## src/rtl/alu_seq.sv

```systemverilog
// Registered ALU: single-cycle arithmetic/logic ops and a WIDTH-cycle shift-add multiply.
// Results and flags hold between operations; start/busy/done handshake toward the control FSM.
module alu_seq #(
    parameter int WIDTH = 8
) (
    input  logic             clk,
    input  logic             reset,
    input  logic             start,
    input  logic [2:0]       op,
    input  logic [WIDTH-1:0] a,
    input  logic [WIDTH-1:0] b,
    input  logic             c_in,
    output logic             busy,
    output logic             done,
    output logic [WIDTH-1:0] r,
    output logic [WIDTH-1:0] r_hi,
    output logic             zero,
    output logic             carry,
    output logic             sign,
    output logic             ovf
);
    localparam int CW = $clog2(WIDTH + 1);
    localparam logic [CW-1:0] LAST = CW'(WIDTH - 1);

    localparam logic [2:0] OP_ADD = 3'b000, OP_SUB = 3'b001, OP_AND = 3'b010,
                           OP_OR  = 3'b011, OP_XOR = 3'b100, OP_NOT = 3'b101,
                           OP_MUL = 3'b110, OP_ACC = 3'b111;

    typedef enum logic {IDLE, MUL} state_t;
    state_t state_q, state_d;

    logic [WIDTH-1:0]   r_q, r_d, r_hi_q, r_hi_d;
    logic               zero_q, zero_d, carry_q, carry_d, sign_q, sign_d, ovf_q, ovf_d;
    logic               done_q, done_d, wr;
    logic [WIDTH-1:0]   mcand_q, mcand_d, mplier_q, mplier_d;
    logic [2*WIDTH-1:0] prod_q, prod_d, addend, prod_nxt;
    logic [CW-1:0]      cnt_q, cnt_d;
    logic [WIDTH-1:0]   opx, opy;
    logic               cin;
    logic [WIDTH:0]     sum;

    always_ff @(posedge clk or posedge reset) begin
        if (reset) state_q <= IDLE;
        else       state_q <= state_d;
    end

    always_comb begin
        state_d = state_q;
        case (state_q)
            IDLE: if (start && op == OP_MUL) state_d = MUL;
            MUL:  if (cnt_q == LAST)         state_d = IDLE;
            default: state_d = IDLE;
        endcase
    end

    always_comb begin
        busy = (state_q == MUL);
    end

    // Adder is shared by ADD, SUB (a + ~b + 1) and ACC (r + a + c_in).
    always_comb begin
        opx = a;
        opy = b;
        cin = c_in;
        case (op)
            OP_SUB: begin opy = ~b; cin = 1'b1; end
            OP_ACC: begin opx = r_q; opy = a; end
            default: ;
        endcase
        sum = {1'b0, opx} + {1'b0, opy} + {{WIDTH{1'b0}}, cin};
    end

    always_comb begin
        addend   = mplier_q[0] ? ({{WIDTH{1'b0}}, mcand_q} << cnt_q) : '0;
        prod_nxt = prod_q + addend;
    end

    always_comb begin
        r_d      = r_q;
        r_hi_d   = r_hi_q;
        carry_d  = carry_q;
        ovf_d    = ovf_q;
        mcand_d  = mcand_q;
        mplier_d = mplier_q;
        prod_d   = prod_q;
        cnt_d    = cnt_q;
        wr       = 1'b0;
        case (state_q)
            IDLE: if (start) begin
                if (op == OP_MUL) begin
                    mcand_d  = a;
                    mplier_d = b;
                    prod_d   = '0;
                    cnt_d    = '0;
                end else begin
                    wr      = 1'b1;
                    r_hi_d  = '0;
                    carry_d = 1'b0;
                    ovf_d   = 1'b0;
                    case (op)
                        OP_ADD, OP_SUB, OP_ACC: begin
                            r_d     = sum[WIDTH-1:0];
                            carry_d = sum[WIDTH];
                            ovf_d   = (opx[WIDTH-1] == opy[WIDTH-1]) &&
                                      (sum[WIDTH-1] != opx[WIDTH-1]);
                        end
                        OP_AND:  r_d = a & b;
                        OP_OR:   r_d = a | b;
                        OP_XOR:  r_d = a ^ b;
                        default: r_d = ~a;
                    endcase
                end
            end
            MUL: begin
                prod_d   = prod_nxt;
                mplier_d = mplier_q >> 1;
                cnt_d    = cnt_q + 1'b1;
                if (cnt_q == LAST) begin
                    wr      = 1'b1;
                    r_d     = prod_nxt[WIDTH-1:0];
                    r_hi_d  = prod_nxt[2*WIDTH-1:WIDTH];
                    carry_d = |prod_nxt[2*WIDTH-1:WIDTH];
                    ovf_d   = |prod_nxt[2*WIDTH-1:WIDTH];
                end
            end
            default: ;
        endcase
        zero_d = wr ? (r_d == '0) : zero_q;
        sign_d = wr ? r_d[WIDTH-1] : sign_q;
        done_d = wr;
    end

    always_ff @(posedge clk or posedge reset) begin
        if (reset) begin
            r_q      <= '0;
            r_hi_q   <= '0;
            zero_q   <= 1'b0;
            carry_q  <= 1'b0;
            sign_q   <= 1'b0;
            ovf_q    <= 1'b0;
            done_q   <= 1'b0;
            mcand_q  <= '0;
            mplier_q <= '0;
            prod_q   <= '0;
            cnt_q    <= '0;
        end else begin
            r_q      <= r_d;
            r_hi_q   <= r_hi_d;
            zero_q   <= zero_d;
            carry_q  <= carry_d;
            sign_q   <= sign_d;
            ovf_q    <= ovf_d;
            done_q   <= done_d;
            mcand_q  <= mcand_d;
            mplier_q <= mplier_d;
            prod_q   <= prod_d;
            cnt_q    <= cnt_d;
        end
    end

    assign done  = done_q;
    assign r     = r_q;
    assign r_hi  = r_hi_q;
    assign zero  = zero_q;
    assign carry = carry_q;
    assign sign  = sign_q;
    assign ovf   = ovf_q;
endmodule

```

## config.mk

```make
export PLATFORM = sky130hd
export DESIGN_NAME = alu_seq
export DESIGN_NICKNAME = d
export VERILOG_FILES = /design/src/rtl/alu_seq.sv
export SDC_FILE = /design/constraint.sdc
export NUM_CORES = 1
export LEC_CHECK = 0
export BUFFER_PORTS_ARGS = -buffer_cell sky130_fd_sc_hd__buf_2
export CORE_MARGIN = 4
export CORE_UTILIZATION = 55
export DETAILED_ROUTE_END_ITERATION = 10
export PLACE_DENSITY = 0.77
export SKIP_LAST_GASP = 1
export SYNTH_ARGS = -nofsm -noshare
export SYNTH_HDL_FRONTEND = slang
export SYNTH_SLANG_ARGS = --single-unit
```

## constraint.sdc

```tcl
create_clock -name clk -period 5 [get_ports clk]
set_input_delay 0.25 -clock clk [delete_from_list [all_inputs] [get_ports clk]]
set_output_delay 0.25 -clock clk [all_outputs]
set_load 0.05 [all_outputs]
```

==> impl_metrics.yaml <==
run_status:
  outcome: "complete, no violations"
global_route:
  grt_usage_pct: 26.0
  grt_pass1_vias: 4174
  antenna_found_initial: 1
  grt_pass1_wl_um: 21200
  grt-ovfl-total: 0
  grt_max_degree: 59
yosys:
  ys_seq_elements: 58
  synth.cell_area_mm2: 0.00483
  syn-num-nets: 608
  ys_seq_area_share_pct: 30.0
  postSynthCellCount: 543
  muxShareOfSynthArea_pct: 10.5
  yosysWarnings: 0
  yosys.area.top_type_share_pct: 30.0
  synth.distinct_cells: 68
  synth_ff_type: "dfrtp_1"
  synth_edf_count: 0
  async_flop_share_pct: 100
  synth_fa_ha_area_share_pct: 11.3
  synth-xor-area-share_pct: 3.81
  yosys-top-cells-area: "dfrtp_1 (30%), ha_1 (10%), mux2_2 (6.1%)"
  synth_top_family_by_area: "compound AO/OA/AOI/OAI gates"
  syn_area_per_cell_um2: 8.90
  synth_compound_gate_area_share_pct: 23.4
  yosysTopAreaCell: "dfrtp_1"
  synthSimpleGateAreaFrac_pct: 15.7
die:
  die_y_um: 102
  fp.dieW_um: 102
  fp.coreArea_mm2: 0.00838
  start_util_pct: 57.7
  die-area_mm2: 0.0103
  row_count: 33
  io_pins: 45
drt:
  avgRoutedWirePerCell_um: 18.6
  wirelength_um: 12700
  drt_iter0_markers: 278
  post-route-drc-count: 0
  vias: 4285
  dr.pass1.iters: 5
  viasPerCell: 6.28
  drtAntennaViolNets: 0
power:
  powerDensity_mw_per_mm2: 560
  intPower_mw: 1.53
  p_sw_share_pct: 48.5
  p_leak_nw: 2.59
  pwr-share-comb_pct: 53.1
  seq_power_share_pct: 30.0
  vdd_drop_max_v: 0.000299
  p_sw_mw: 1.44
  clkPwrFrac_pct: 16.9
cells_and_area:
  register_area_mm2: 0.00145
  area_delta_synth_final_pct: 9.61
  antenna_cells: 0
  nNetsFinal: 637
  layout-drive-gt1-share_pct: 18.7
  final_util_pct: 63.2
  fillers: 741
  multiInputGateArea_mm2: 0.00313
worst_setup_path:
  cp_max_fo: 18
  r2r-start: "cnt_q[1]$_DFFE_PP0P_"
  cp-end-kind: "register"
  r2r_cells: 13
  start_kind: "register"
  rrSetupSlack_ps: 500
  cp.required_ps: 5220
  cp_data_arrival_time_ps: 4720
  crit_type: "reg2reg"
  r2r_end: "ovf$_DFFE_PP0P_"
clock_network:
  clkTransAtPathRegs_ps: 80
  cts_resized: 0
  numCtsBuffers: 9
  clock_sinks: 58
  cts_tree: "done"
  clk_latency_ps: 350
  cts-root-buf: "clkbuf_8"
  cts_setup_buffers: 0
  clk_path_buf_depth: 2
  h-tree-depth: 3
  cts_hold_buf: 0
timing:
  finalHoldViolCount: 0
  fin_setup_tns_ps: 0
  fin_crit_sh_pct: 90.0
  max_slew_margin_pct: 45.9
  fmax_mhz: 222
  slew_violations: 0
  finalCriticalPeriod_ps: 4500
  tightest_slew_ps: 812
  rsz0062_at_grt: "no"
  finClkSkew_ps: 14.2
  setup_viol_count_final: 0
placement:
  hpwl_um: 9650
  place.gp.congestion: 0.950
  numPortBuffers: 44
worst_hold_path:
  hp-class: "in2async"
run:
  timing.max_cap.violations: 0
critical path, stage by stage (launching register included):
cell       delay (ps)
dfrtp_1           770
mux2_2            420
o21ai_0           320
nor2_1             70
a31oi_1           260
a2bb2oi_1         250
nor2b_1            80
ha_1              420
nand2_1            80
o21ai_0           410
or4bb_1           530
o311a_1           130
o41ai_1           500
a21oi_1           130
final cells by class:
class                      count  share of cell area (%)
tap                          105                    2.48
inverter                      27                    1.91
clock buffer                   9                    2.34
timing repair buffer          49                    4.87
sequential                    58                    27.4
clock inverter                 7                    1.94
multi-input combinational    427                    59.1
per-stage QoR:
step	hold WS (ps)	instance area (µm²)	power, mW	worst slack (ps)	cells
4_1_cts	114	5300	2.95	653	682
3_3_place_gp	466	5070	2.40	734	666
6_report	86.1	5300	2.96	499	682
3_5_place_dp	479	5070	2.44	684	666
2_1_floorplan	392	4830	2.06	1360	543
5_1_grt	157	5300	3.16	282	682
synth_stat cells, types with 4 or more instances:
master     n
nand2_1   63
buf_1      6
inv_1     25
and2_1     5
o21ai_0   40
xnor2_1   11
nor2b_1    8
nand3_1   15
a211oi_1   4
a21o_1    14
mux2i_1   17
a221o_1    6
xor2_1    10
o22ai_1   14
clkbuf_1  16
a22o_1    14
o22a_1     4
buf_2      4
a31oi_1    4
ha_1      39
mux2_2    26
a21oi_1   33
nor2_1    31
nand2b_1   4
dfrtp_1   58
o221ai_1   5
state kept, by name, indices dropped and copies added, names as in the netlist:
| name | count |
|---|---|
| r | 8 |
| ovf | 1 |
| prod_q | 16 |
| cnt_q | 4 |
| busy | 1 |
| zero | 1 |
| carry | 1 |
| r_hi | 8 |
| mplier_q | 8 |
| sign | 1 |
| mcand_q | 8 |
| done | 1 |
power groups by stage:
stage / Combinational, mW / Clock [mW] / Sequential [mW]
finish: 1.57 / 0.501 / 0.889
global route: 1.71 / 0.528 / 0.921
CTS: 1.56 / 0.503 / 0.885
detailed placement: 1.55 / 0 / 0.892
global placement: 1.52 / 0 / 0.885
floorplan: 1.05 / 0 / 1.00
metal layers:
layer | global-route usage (%) | wire length, µm
met5 | 0 | 13
met4 | 6.34 | 180
met3 | 5.65 | 772
met2 | 43.1 | 6170
met1 | 34.9 | 5530
cell usage in the layout, fill, tap and decap left out, types with 4 or more instances in the layout:
cell / netlist / final
and2_1: 5 / 5
mux2_2: 26 / 26
nand3_1: 15 / 15
buf_4: 2 / 5
mux2i_1: 17 / 17
o22ai_1: 14 / 14
a31oi_1: 4 / 4
nor2_1: 31 / 31
a21o_1: 14 / 14
nor2b_1: 8 / 8
ha_1: 39 / 39
o21ai_0: 40 / 40
buf_2: 4 / 44
a221o_1: 6 / 6
dfrtp_1: 58 / 58
clkbuf_8: 0 / 9
nand2b_1: 4 / 4
a22o_1: 14 / 14
xnor2_1: 11 / 11
o221ai_1: 5 / 5
a21oi_1: 33 / 33
inv_1: 25 / 24
nand2_1: 63 / 63
a211oi_1: 4 / 4
xor2_1: 10 / 10
o22a_1: 4 / 4
worst max-delay path by stage:
stage | to | startpoint | depth (start not counted) | slack (ps)
global placement | ovf$_DFFE_PP0P_ | cnt_q[1]$_DFFE_PP0P_ | 14 | 730
CTS | ovf$_DFFE_PP0P_ | cnt_q[1]$_DFFE_PP0P_ | 14 | 650
floorplan | zero$_DFFE_PP0P_ | op[0] | 15 | 1360
detailed placement | ovf$_DFFE_PP0P_ | cnt_q[1]$_DFFE_PP0P_ | 14 | 680
global route | ovf$_DFFE_PP0P_ | cnt_q[1]$_DFFE_PP0P_ | 14 | 280
finish | ovf$_DFFE_PP0P_ | cnt_q[1]$_DFFE_PP0P_ | 13 | 500
cells by family (layout without fill, tap and decap cells):
logic type      after synthesis  in the layout
compound gates              167            167
fa+ha+maj                    42             42
xor+xnor                     21             21
mux                          45             45
buf+inv                      58             92
simple gates                152            152
flops                        58             58
Note: power is estimated with default switching activity, not from simulation.
